File: src/rtl/mem_stage_lsu_pkg.sv
// ============================================================================
// Module      : mem_stage_lsu_pkg
// Description : Shared types and constants for the memory-stage LSU.
// Revision    : 1.0 - initial release
// ============================================================================
`default_nettype none

package mem_stage_lsu_pkg;

  typedef enum logic [1:0] {
    ST_IDLE = 2'd0,
    ST_REQ  = 2'd1,
    ST_WAIT = 2'd2,
    ST_DONE = 2'd3
  } lsu_state_e;

  localparam logic [1:0] SIZE_BYTE = 2'd0;
  localparam logic [1:0] SIZE_HALF = 2'd1;
  localparam logic [1:0] SIZE_WORD = 2'd2;

  localparam logic [3:0] STRB_BYTE = 4'b0001;
  localparam logic [3:0] STRB_HALF = 4'b0011;
  localparam logic [3:0] STRB_WORD = 4'b1111;

  // Byte lane actually used: halves ignore a[0], words ignore both low bits.
  function automatic logic [1:0] eff_offset(input logic [1:0] size, input logic [1:0] addr_lo);
    if (size == SIZE_BYTE)      return addr_lo;
    else if (size == SIZE_HALF) return {addr_lo[1], 1'b0};
    else                        return 2'b00;
  endfunction

  function automatic logic is_misaligned(input logic [1:0] size, input logic [1:0] addr_lo);
    if (size == SIZE_HALF)      return addr_lo[0];
    else if (size == SIZE_WORD) return (addr_lo != 2'b00);
    else                        return 1'b0;
  endfunction

endpackage

`default_nettype wire

File: src/rtl/mem_stage_lsu_load_align_extend.sv
// ============================================================================
// Module      : load_align_extend
// Description : Shifts the addressed lane of read data down and extends it.
// Revision    : 1.0 - initial release
// ============================================================================
`default_nettype none

module load_align_extend
  import mem_stage_lsu_pkg::*;
(
  input  logic [31:0] rdata_i,
  input  logic [1:0]  offset_i,
  input  logic [2:0]  funct3_i,
  output logic [31:0] result_o
);

  logic [31:0] lane_w;

  always_comb begin
    lane_w   = rdata_i >> {offset_i, 3'b000};
    result_o = lane_w;
    if (!funct3_i[1]) begin
      if (funct3_i[0]) begin
        result_o = {{16{lane_w[15] & ~funct3_i[2]}}, lane_w[15:0]};
      end else begin
        result_o = {{24{lane_w[7] & ~funct3_i[2]}}, lane_w[7:0]};
      end
    end
  end

endmodule

`default_nettype wire

File: src/rtl/mem_stage_lsu.sv
// ============================================================================
// Module      : mem_stage_lsu
// Description : RV32I memory-stage load/store unit on a req/gnt/rvalid bus.
//               Optional misaligned-access trap: LSU_MISALIGN_TRAP_EN.
// Revision    : 1.0 - initial release
// ============================================================================
`default_nettype none

module mem_stage_lsu
  import mem_stage_lsu_pkg::*;
(
  input  logic        i_clk,
  input  logic        i_rst,
  input  logic        i_valid,
  input  logic        i_mem_read,
  input  logic        i_mem_write,
  input  logic [2:0]  i_funct3,
  input  logic [31:0] i_alu_result,
  input  logic [31:0] i_memory_data,
  output logic        o_stall,
  output logic [31:0] o_load_data,
  output logic        o_load_valid,
  output logic        o_misaligned,
  output logic        o_bus_req,
  output logic        o_bus_we,
  output logic [31:0] o_bus_addr,
  output logic [31:0] o_bus_wdata,
  output logic [3:0]  o_bus_wstrb,
  input  logic        i_bus_gnt,
  input  logic        i_bus_rvalid,
  input  logic [31:0] i_bus_rdata
);

  lsu_state_e  state_q;
  logic        bus_req_q;
  logic        bus_we_q;
  logic [31:0] bus_addr_q;
  logic [31:0] bus_wdata_q;
  logic [3:0]  bus_wstrb_q;
  logic [2:0]  funct3_q;
  logic [1:0]  offset_q;
  logic [31:0] load_data_q;
  logic        load_valid_q;
  logic        misaligned_q;

  logic        start_w;
  logic        trap_w;
  logic [1:0]  size_w;
  logic [1:0]  offset_d;
  logic [31:0] wdata_d;
  logic [3:0]  wstrb_d;
  logic [31:0] extended_w;

  assign start_w  = (state_q == ST_IDLE) & i_valid & (i_mem_read | i_mem_write);
  assign size_w   = i_funct3[1] ? SIZE_WORD : i_funct3[1:0];
  assign offset_d = eff_offset(size_w, i_alu_result[1:0]);

`ifdef LSU_MISALIGN_TRAP_EN
  assign trap_w = is_misaligned(size_w, i_alu_result[1:0]);
`else
  assign trap_w = 1'b0;
`endif

  always_comb begin
    wdata_d = i_memory_data;
    wstrb_d = STRB_WORD;
    case (size_w)
      SIZE_BYTE: begin
        wdata_d = {4{i_memory_data[7:0]}};
        wstrb_d = STRB_BYTE << offset_d;
      end
      SIZE_HALF: begin
        wdata_d = {2{i_memory_data[15:0]}};
        wstrb_d = STRB_HALF << offset_d;
      end
      default: ;
    endcase
  end

  load_align_extend u_extend (
    .rdata_i  (i_bus_rdata),
    .offset_i (offset_q),
    .funct3_i (funct3_q),
    .result_o (extended_w)
  );

  always_ff @(posedge i_clk) begin
    if (i_rst) begin
      state_q      <= ST_IDLE;
      bus_req_q    <= 1'b0;
      bus_we_q     <= 1'b0;
      bus_addr_q   <= '0;
      bus_wdata_q  <= '0;
      bus_wstrb_q  <= '0;
      funct3_q     <= '0;
      offset_q     <= '0;
      load_data_q  <= '0;
      load_valid_q <= 1'b0;
      misaligned_q <= 1'b0;
    end else begin
      case (state_q)
        ST_IDLE: begin
          if (start_w) begin
            funct3_q <= i_funct3;
            offset_q <= offset_d;
            if (trap_w) begin
              misaligned_q <= 1'b1;
              state_q      <= ST_DONE;
            end else begin
              bus_req_q   <= 1'b1;
              bus_we_q    <= i_mem_write;
              bus_addr_q  <= {i_alu_result[31:2], 2'b00};
              bus_wdata_q <= i_mem_write ? wdata_d : 32'd0;
              bus_wstrb_q <= i_mem_write ? wstrb_d : 4'd0;
              state_q     <= ST_REQ;
            end
          end
        end
        ST_REQ: begin
          if (i_bus_gnt) begin
            bus_req_q <= 1'b0;
            state_q   <= bus_we_q ? ST_DONE : ST_WAIT;
          end
        end
        ST_WAIT: begin
          if (i_bus_rvalid) begin
            load_data_q  <= extended_w;
            load_valid_q <= 1'b1;
            state_q      <= ST_DONE;
          end
        end
        ST_DONE: begin
          // The EX/MEM register still shows this op; returning to IDLE without
          // sampling start prevents a replay.
          load_valid_q <= 1'b0;
          misaligned_q <= 1'b0;
          state_q      <= ST_IDLE;
        end
        default: state_q <= ST_IDLE;
      endcase
    end
  end

  assign o_stall      = start_w | (state_q == ST_REQ) | (state_q == ST_WAIT);
  assign o_load_data  = load_data_q;
  assign o_load_valid = load_valid_q;
  assign o_misaligned = misaligned_q;
  assign o_bus_req    = bus_req_q;
  assign o_bus_we     = bus_we_q;
  assign o_bus_addr   = bus_addr_q;
  assign o_bus_wdata  = bus_wdata_q;
  assign o_bus_wstrb  = bus_wstrb_q;

endmodule

`default_nettype wire

File: config.mk
export PLATFORM = sky130hd
export DESIGN_NAME = mem_stage_lsu
export DESIGN_NICKNAME = d
export VERILOG_FILES = /design/src/rtl/mem_stage_lsu_pkg.sv /design/src/rtl/mem_stage_lsu_load_align_extend.sv /design/src/rtl/mem_stage_lsu.sv
export SDC_FILE = /design/constraint.sdc
export NUM_CORES = 1
export LEC_CHECK = 0
export CELL_PAD_IN_SITES_DETAIL_PLACEMENT = 1
export CELL_PAD_IN_SITES_GLOBAL_PLACEMENT = 1
export CORE_MARGIN = 5
export CORE_UTILIZATION = 32
export CTS_BUF_LIST = sky130_fd_sc_hd__clkbuf_16
export CTS_CLUSTER_SIZE = 28
export DETAILED_ROUTE_END_ITERATION = 8
export GPL_TIMING_DRIVEN = 0
export PLACE_DENSITY_LB_ADDON = 0.1
export REMOVE_ABC_BUFFERS = 1
export SETUP_SLACK_MARGIN = 0.2
export SYNTH_ARGS = -nofsm -noshare
export SYNTH_HDL_FRONTEND = slang
export SYNTH_SLANG_ARGS = --single-unit
File: constraint.sdc
create_clock -name i_clk -period 4.5 [get_ports i_clk]
set_input_delay 1.35 -clock i_clk [delete_from_list [all_inputs] [get_ports i_clk]]
set_output_delay 1.35 -clock i_clk [all_outputs]
set_load 0.02 [all_outputs]
==> results of run 1 <==
## area by class of cell
class,instances,area (um2),area share (%)
Inverter,6,22.5,0.307
Timing Repair Buffer,217,2190,29.9
Clock inverter,6,56.3,0.768
Clock buffer,9,225,3.07
Multi-Input combinational cell,402,2440,33.3
Tap cell,184,230,3.14
Sequential cell,108,2160,29.5
## placed cells by master (no fill, tap or decap), types with 2 or more instances in the layout
master	synthesis	layout
a211oi_1	6	6
a211oi_2	10	10
a21o_1	2	2
a21oi_1	75	75
a22oi_1	34	34
buf_16	0	2
buf_4	3	7
clkbuf_16	0	9
clkdlybuf4s50_1	0	203
clkinv_1	0	2
clkinv_2	0	2
conb_1	1	3
dfxtp_1	108	108
dlygate4sd2_1	0	3
ha_1	5	5
inv_1	6	6
mux2_2	24	24
mux2i_1	24	24
mux4_2	2	2
nand2_1	94	94
nand2b_1	3	3
nor2_1	66	65
nor2b_1	2	2
nor3_1	9	9
o211ai_1	9	9
o21ai_0	12	12
o2bb2ai_1	7	7
## critical path: stages
cell and delay, ps:
dlygate4sd2_1 330, o211a_4 290, or3_1 310, clkdlybuf4s50_1 570
## cells by family after synthesis
family,count (synthesis)
mux,50
buf+inv,56
compound gates,161
simple gates,182
fa+ha+maj,5
other cells,1
flops,108
## timing repair
action,4_1_cts,5_1_grt
hold endpoints to repair,0,0
setup endpoints to repair,1,0
buffers inserted,1,0
resized for setup,5,0
## worst paths after layout
kind                             endpoint                         from  cells past startpoint
max reg2reg  o_load_data[31]$_SDFFE_PP0P_     offset_q[1]$_SDFFE_PP0P_                      4
max                               o_stall                   i_mem_read                      4
min           o_bus_addr[28]$_SDFFE_PP0P_  o_bus_addr[28]$_SDFFE_PP0P_                      2
min reg2reg   o_bus_addr[28]$_SDFFE_PP0P_  o_bus_addr[28]$_SDFFE_PP0P_                      2
## power by group through the flow
| stage | registers [W] | logic [W] | clock network, W |
|---|---|---|---|
| global placement | 0.00121 | 0.00118 | 0 |
| global route | 0.00122 | 0.00136 | 0.000851 |
| detailed placement | 0.00122 | 0.00124 | 0 |
| finish | 0.00120 | 0.00126 | 0.000785 |
| floorplan | 0.00137 | 0.000468 | 0 |
| CTS | 0.00120 | 0.00127 | 0.000810 |
## flip-flops by register name, indices dropped and copies added (netlist names)
signal and flops:
state_q 2, o_load_data 32, o_bus_addr 30, o_load_valid 1
o_bus_we 1, offset_q 2, o_bus_req 1, o_bus_wstrb 4
funct3_q 3, o_bus_wdata 32
## routing by layer
| layer | vias to the layer above | global-route usage (%) | routed length, um |
|---|---|---|---|
| li1 | 2316 | - | - |
| met1 | 2309 | 22.3 | 7200 |
| met2 | 132 | 34.6 | 8900 |
| met3 | 16 | 7.82 | 1270 |
| met4 | 0 | 4.62 | 241 |
| met5 | - | 0 | 0 |
## through the flow
stage | total power (W) | area [um2] | setup WS (ps) | setup TNS [ps]
6_report | 0.00324 | 7330 | 302 | 0
5_1_grt | 0.00343 | 7330 | 282 | 0
4_1_cts | 0.00328 | 7300 | 323 | 0
3_5_place_dp | 0.00246 | 7000 | -568 | -568
3_3_place_gp | 0.00239 | 6910 | -3120 | -195420
2_1_floorplan | 0.00184 | 4600 | -485 | -2140
==> impl_metrics.csv, run 1 <==
group,metric,value,unit
status,status,"complete, no violations",
power_and_ir_drop,power.internal,0.00209,W
placement,port_buffers,207,
floorplanning,dieWidth,133,um
sta,skew,9.42,ps
clocking,cts_made_buffers,9,
sta,period_share,93.3,%
sta,slew_viol_final,0,
layout,num-fill-cells,1686,
sta,setup_viol,0,
clocking,clock_sinks,108,
power_and_ir_drop,pwr-share-clk,24.2,%
route,viasPerCell,5.12,
layout,n_antenna_cell,0,
power_and_ir_drop,swShare,35.6,%
placement,globalplace.congestion,0.777,
sta,finalCriticalPeriod,4200,ps
setup_path,arrival,2850,ps
power_and_ir_drop,p_comb_share,38.8,%
floorplanning,die_h,133,um
synth,synth_xor_area_share,0,%
setup_path,endpoint_kind,"output pin",
setup_path,regToRegSetupSlack,1740,ps
grt,grt-ovfl-total,0,
clocking,clock_latency,350,ps
synth,syn_area,4810,um2
power_and_ir_drop,power.density,442,nW/um2
synth,synth_warnings,0,
sta,worst_hold_slack,453,ps
route,drt_iter0_drc,194,
grt,grt_pass1_wl,27800,um
synth,async_reset_ff_share,0,%
synth,synth_top_area_cell,"dfxtp_1",
route,routed_wl,17600,um
synth,ys_seq_area_share,45.0,%
floorplanning,num_rows,44,
floorplanning,dieArea,17600,um2
synth,synth_fa_ha_area_share,1.30,%
power_and_ir_drop,power_frac_seq,37.0,%
synth,yosys-top-cells-count,"dfxtp_1 (108), nand2_1 (94), a21oi_1 (75)",
clocking,cts_root_buffer,"clkbuf_16",
route,detail-route-antenna-nets,0,
synth,synth-compound-area-share,22.0,%
clocking,cts_hold_buffers,0,
sta,max_freq,238,MHz
synth,synthDistinctLibCells,39,
sta,hold_viol_final,0,
floorplanning,core,14600,um2
layout,area_growth,52.5,%
clocking,cts_tree,"done",
placement,dp.cells,914,
synth,yosysMostFrequentCell,"dfxtp_1",
power_and_ir_drop,p_leak,2.63,nW
synth,synth_top_family_by_area,"compound AO/OA/AOI/OAI gates",
power_and_ir_drop,ir_drop,0.220,mV
sta,grt_setup_unrepaired,"no",
power_and_ir_drop,switchingPower,0.00116,W
placement,dpl.hpwl,12300,um
synth,synthSimpleGateAreaFrac,15.2,%
synth,synth.top_cell.area_share,45.0,%
floorplanning,initial_core_util,32.8,%
run,cap_violations,0,
synth,synth.area.top_cells,"dfxtp_1 (45%), a21oi_1 (7.8%), nand2_1 (7.3%)",
setup_path,startpoint_type,"input port",
sta,relSlewSlack,23.0,%
layout,layoutNonFillerInstCount,932,
route,first_pass_iters,4,
synth,synth-main-ff-cell,"dfxtp_1",
synth,synth_edf_count,0,
floorplanning,ios,211,
grt,antenna_found_initial,0,
layout,drive_above_1_share,8.69,%
clocking,htree_levels,3,
layout,final_core_util,50.0,%
route,wl_per_cell,18.9,um
clocking,clk_pin_slew_worst_paths,70,ps
setup_path,worst_ep_required_time,3150,ps
synth,muxShareOfSynthArea,11.6,%
clocking,cts_buffer_depth,2,
setup_path,crit_fanout,3,
grt,grt_pass1_vias,5126,
synth,synth_cells,563,
setup_path,path_class,"input port to output pin",
layout,final_nets,855,
route,vias,4773,
synth,synth.avg_cell_area,8.54,um2
grt,grt_max_degree,57,
route,drc_errors,0,
grt,grtUsageTotal,19.6,%
synth,synth-seq-cells,108,
sta,worst_slew_pin_slew,1150,ps
min_path,hold_class,"flop to flop",
No activity file was read; power rests on OpenSTA's default activity.
==> inputs of run 2 (changes only) <==
- ABC_AREA: default -> 1
- CELL_PAD_IN_SITES_DETAIL_PLACEMENT: 1 -> 0
==> run 2 against run 1 <==
Effect of this change: power rose by 7.8%; cell count is 23% higher; highest routed layer is now met5; via count is 13% higher; sequential power rose by 6%.
==> impl_metrics.csv, run 2 <==
group,metric,value,unit
status,status,"complete, no violations",
setup_path,crit_fanout,39,
placement,place_ws,-488,ps
layout,n_antenna_cell,0,
floorplanning,ios,211,
synth,synth_edf_count,0,
sta,skew,5.01,ps
clocking,cts_setup_buffers,0,
run,cap_violations,0,
floorplanning,initial_core_util,32.6,%
route,wl_per_cell,15.1,um
clocking,clk_pin_slew_worst_paths,70,ps
setup_path,endpoint_kind,"output pin",
clocking,clock_sinks,108,
power_and_ir_drop,power.density,462,nW/um2
grt,antenna_found_initial,1,
synth,async_reset_ff_share,0,%
sta,worst_slew_pin_slew,1140,ps
route,vias,5398,
synth,synthDistinctLibCells,31,
layout,mostFrequentLayoutCells,"clkdlybuf4s50_1 (205), nand2_1 (190), nor2_1 (115)",
route,drt_iter0_drc,286,
synth,synth.avg_cell_area,6.85,um2
clocking,cts_root_buffer,"clkbuf_16",
setup_path,startpoint_type,"input port",
layout,final_core_util,47.6,%
route,viasPerCell,4.70,
synth,synth-main-ff-cell,"dfxtp_1",
power_and_ir_drop,finalPower,0.00349,W
clocking,cts_tree,"done",
placement,port_buffers,207,
sta,finalCriticalPeriod,4020,ps
setup_path,arrival,2670,ps
synth,synth-seq-cells,108,
floorplanning,dieArea,18800,um2
synth,synth.area.top_cells,"dfxtp_1 (42%), nand2_1 (14%), nor2_1 (8.4%)",
grt,grt_max_degree,50,
synth,ys_seq_area_share,41.8,%
sta,setup_viol,0,
floorplanning,dieWidth,137,um
placement,dpl.hpwl,11800,um
setup_path,worst_ep_required_time,3150,ps
placement,placed_cell_area,7240,um2
clocking,clock_latency,340,ps
route,drc_errors,0,
power_and_ir_drop,p_leak,3.17,nW
grt,grt-ovfl-total,0,
sta,max_freq,249,MHz
grt,grtUsageTotal,17.9,%
grt,grt_pass1_wl,26600,um
layout,layout.cells.most_common,"clkdlybuf4s50_1",
grt,grt_pass1_vias,5098,
route,first_pass_iters,5,
layout,finish.instance_area,7560,um2
sta,worst_slack,485,ps
clocking,cts_buffer_depth,2,
synth,syn_area,5170,um2
synth,synth_cells,755,
layout,final_nets,1039,
min_path,hold_class,"flop to flop",
synth,synth_top_area_cell,"dfxtp_1",
synth,yosys-top-cells-count,"nand2_1 (191), nor2_1 (116), dfxtp_1 (108)",
sta,relSlewSlack,24.0,%
route,detail-route-antenna-nets,0,
layout,drive_above_1_share,6.00,%
placement,globalplace.congestion,0.784,
synth,yosysMostFrequentCell,"nand2_1",
layout,num-fill-cells,1648,
clocking,htree_levels,3,
synth,synth.top_cell.area_share,41.8,%
layout,area_growth,46.1,%
sta,hold_viol_final,0,
floorplanning,core,15900,um2
sta,grt_setup_unrepaired,"no",
power_and_ir_drop,ir_drop,0.223,mV
route,routed_wl,17300,um
floorplanning,die_h,137,um
floorplanning,num_rows,46,
sta,period_share,89.2,%
clocking,cts_made_buffers,9,
setup_path,path_class,"input port to output pin",
synth,synth_warnings,0,
sta,slew_viol_final,0,
run 2: changes by cell type after synthesis, moves of 9 or more:
| cell | previous run | this run |
|---|---|---|
| a211oi_2 | 10 | 0 |
| a22oi_1 | 34 | 0 |
| buf_2 | 3 | 18 |
| buf_4 | 3 | 12 |
| clkbuf_1 | 41 | 13 |
| inv_1 | 6 | 54 |
| mux2_2 | 24 | 0 |
| mux2i_1 | 24 | 0 |
| nand2_1 | 94 | 191 |
| nand3_1 | 1 | 49 |
| nor2_1 | 66 | 116 |
| nor3_1 | 9 | 0 |
| o21ai_0 | 12 | 51 |
| or2_2 | 1 | 11 |
run 2: per-layer routing:
metal  GRT usage, %  routed length (um)  vias to the layer above
met5              0                  11                        -
met4           5.71                 304                        2
met3           4.19                1310                       21
met2           29.6                8030                      159
met1           23.1                7630                     2479
li1               -                   -                     2737
run 2: path summary, 6_finish.rpt:
kind / start / to / slack [ps] / cells after the start
setup / recovery: i_valid / o_stall / 480 / 6
hold / removal: o_bus_wdata[6]$_SDFFE_PP0P_ / o_bus_wdata[6]$_SDFFE_PP0P_ / 460 / 2
setup reg to reg: offset_q[0]$_SDFFE_PP0P_ / o_load_data[25]$_SDFFE_PP0P_ / 1940 / 7
hold reg to reg: o_bus_wdata[6]$_SDFFE_PP0P_ / o_bus_wdata[6]$_SDFFE_PP0P_ / 460 / 2
run 2: repair_timing:
item                       in CTS  in global routing
setup endpoints to repair       1                  0
hold buffers                    0                  0
gates resized for setup         5                  0
run 2: critical path, cell delays in order:
cell             delay [ps]
clkdlybuf4s50_1         450
nand2_1                  80
inv_2                   160
nand2_8                 180
nand2_1                 100
dlygate4sd2_1           330
run 2: final cells by class:
type	count	area, um2	share of cell area (%)
Multi-Input combinational cell	539	2490	33.0
Sequential cell	108	2160	28.6
Timing Repair Buffer	209	2100	27.8
Tap cell	216	270	3.58
Inverter	61	236	3.13
Clock buffer	9	225	2.98
Clock inverter	7	68.8	0.911
run 2: power breakdown:
group	total (W)	internal, W	switching, W
clock network	0.000795	0.000430	0.000365
logic	0.00143	0.000594	0.000835
registers	0.00127	0.00114	0.000131
run 2: per-stage QoR:
step | hold slack (ps) | setup TNS [ps] | cells
2_1_floorplan | 432 | 0 | 707
3_3_place_gp | 449 | -81900 | 1130
3_5_place_dp | 452 | -608 | 1132
4_1_cts | 465 | 0 | 1149
5_1_grt | 486 | 0 | 1149
6_report | 464 | 0 | 1149
run 2: kinds of logic (layout without fill, tap and decap cells):
| logic type | after synthesis | count (layout) | synth area share (%) |
|---|---|---|---|
| other | 1 | 3 | 0.0725 |
| buffers and inverters | 111 | 286 | 10.7 |
| DFF | 108 | 108 | 41.8 |
| and+or+nand+nor | 390 | 391 | 32.1 |
| AOI/OAI and AO/OA | 140 | 140 | 14.2 |
| adders and majority gates | 5 | 5 | 1.21 |
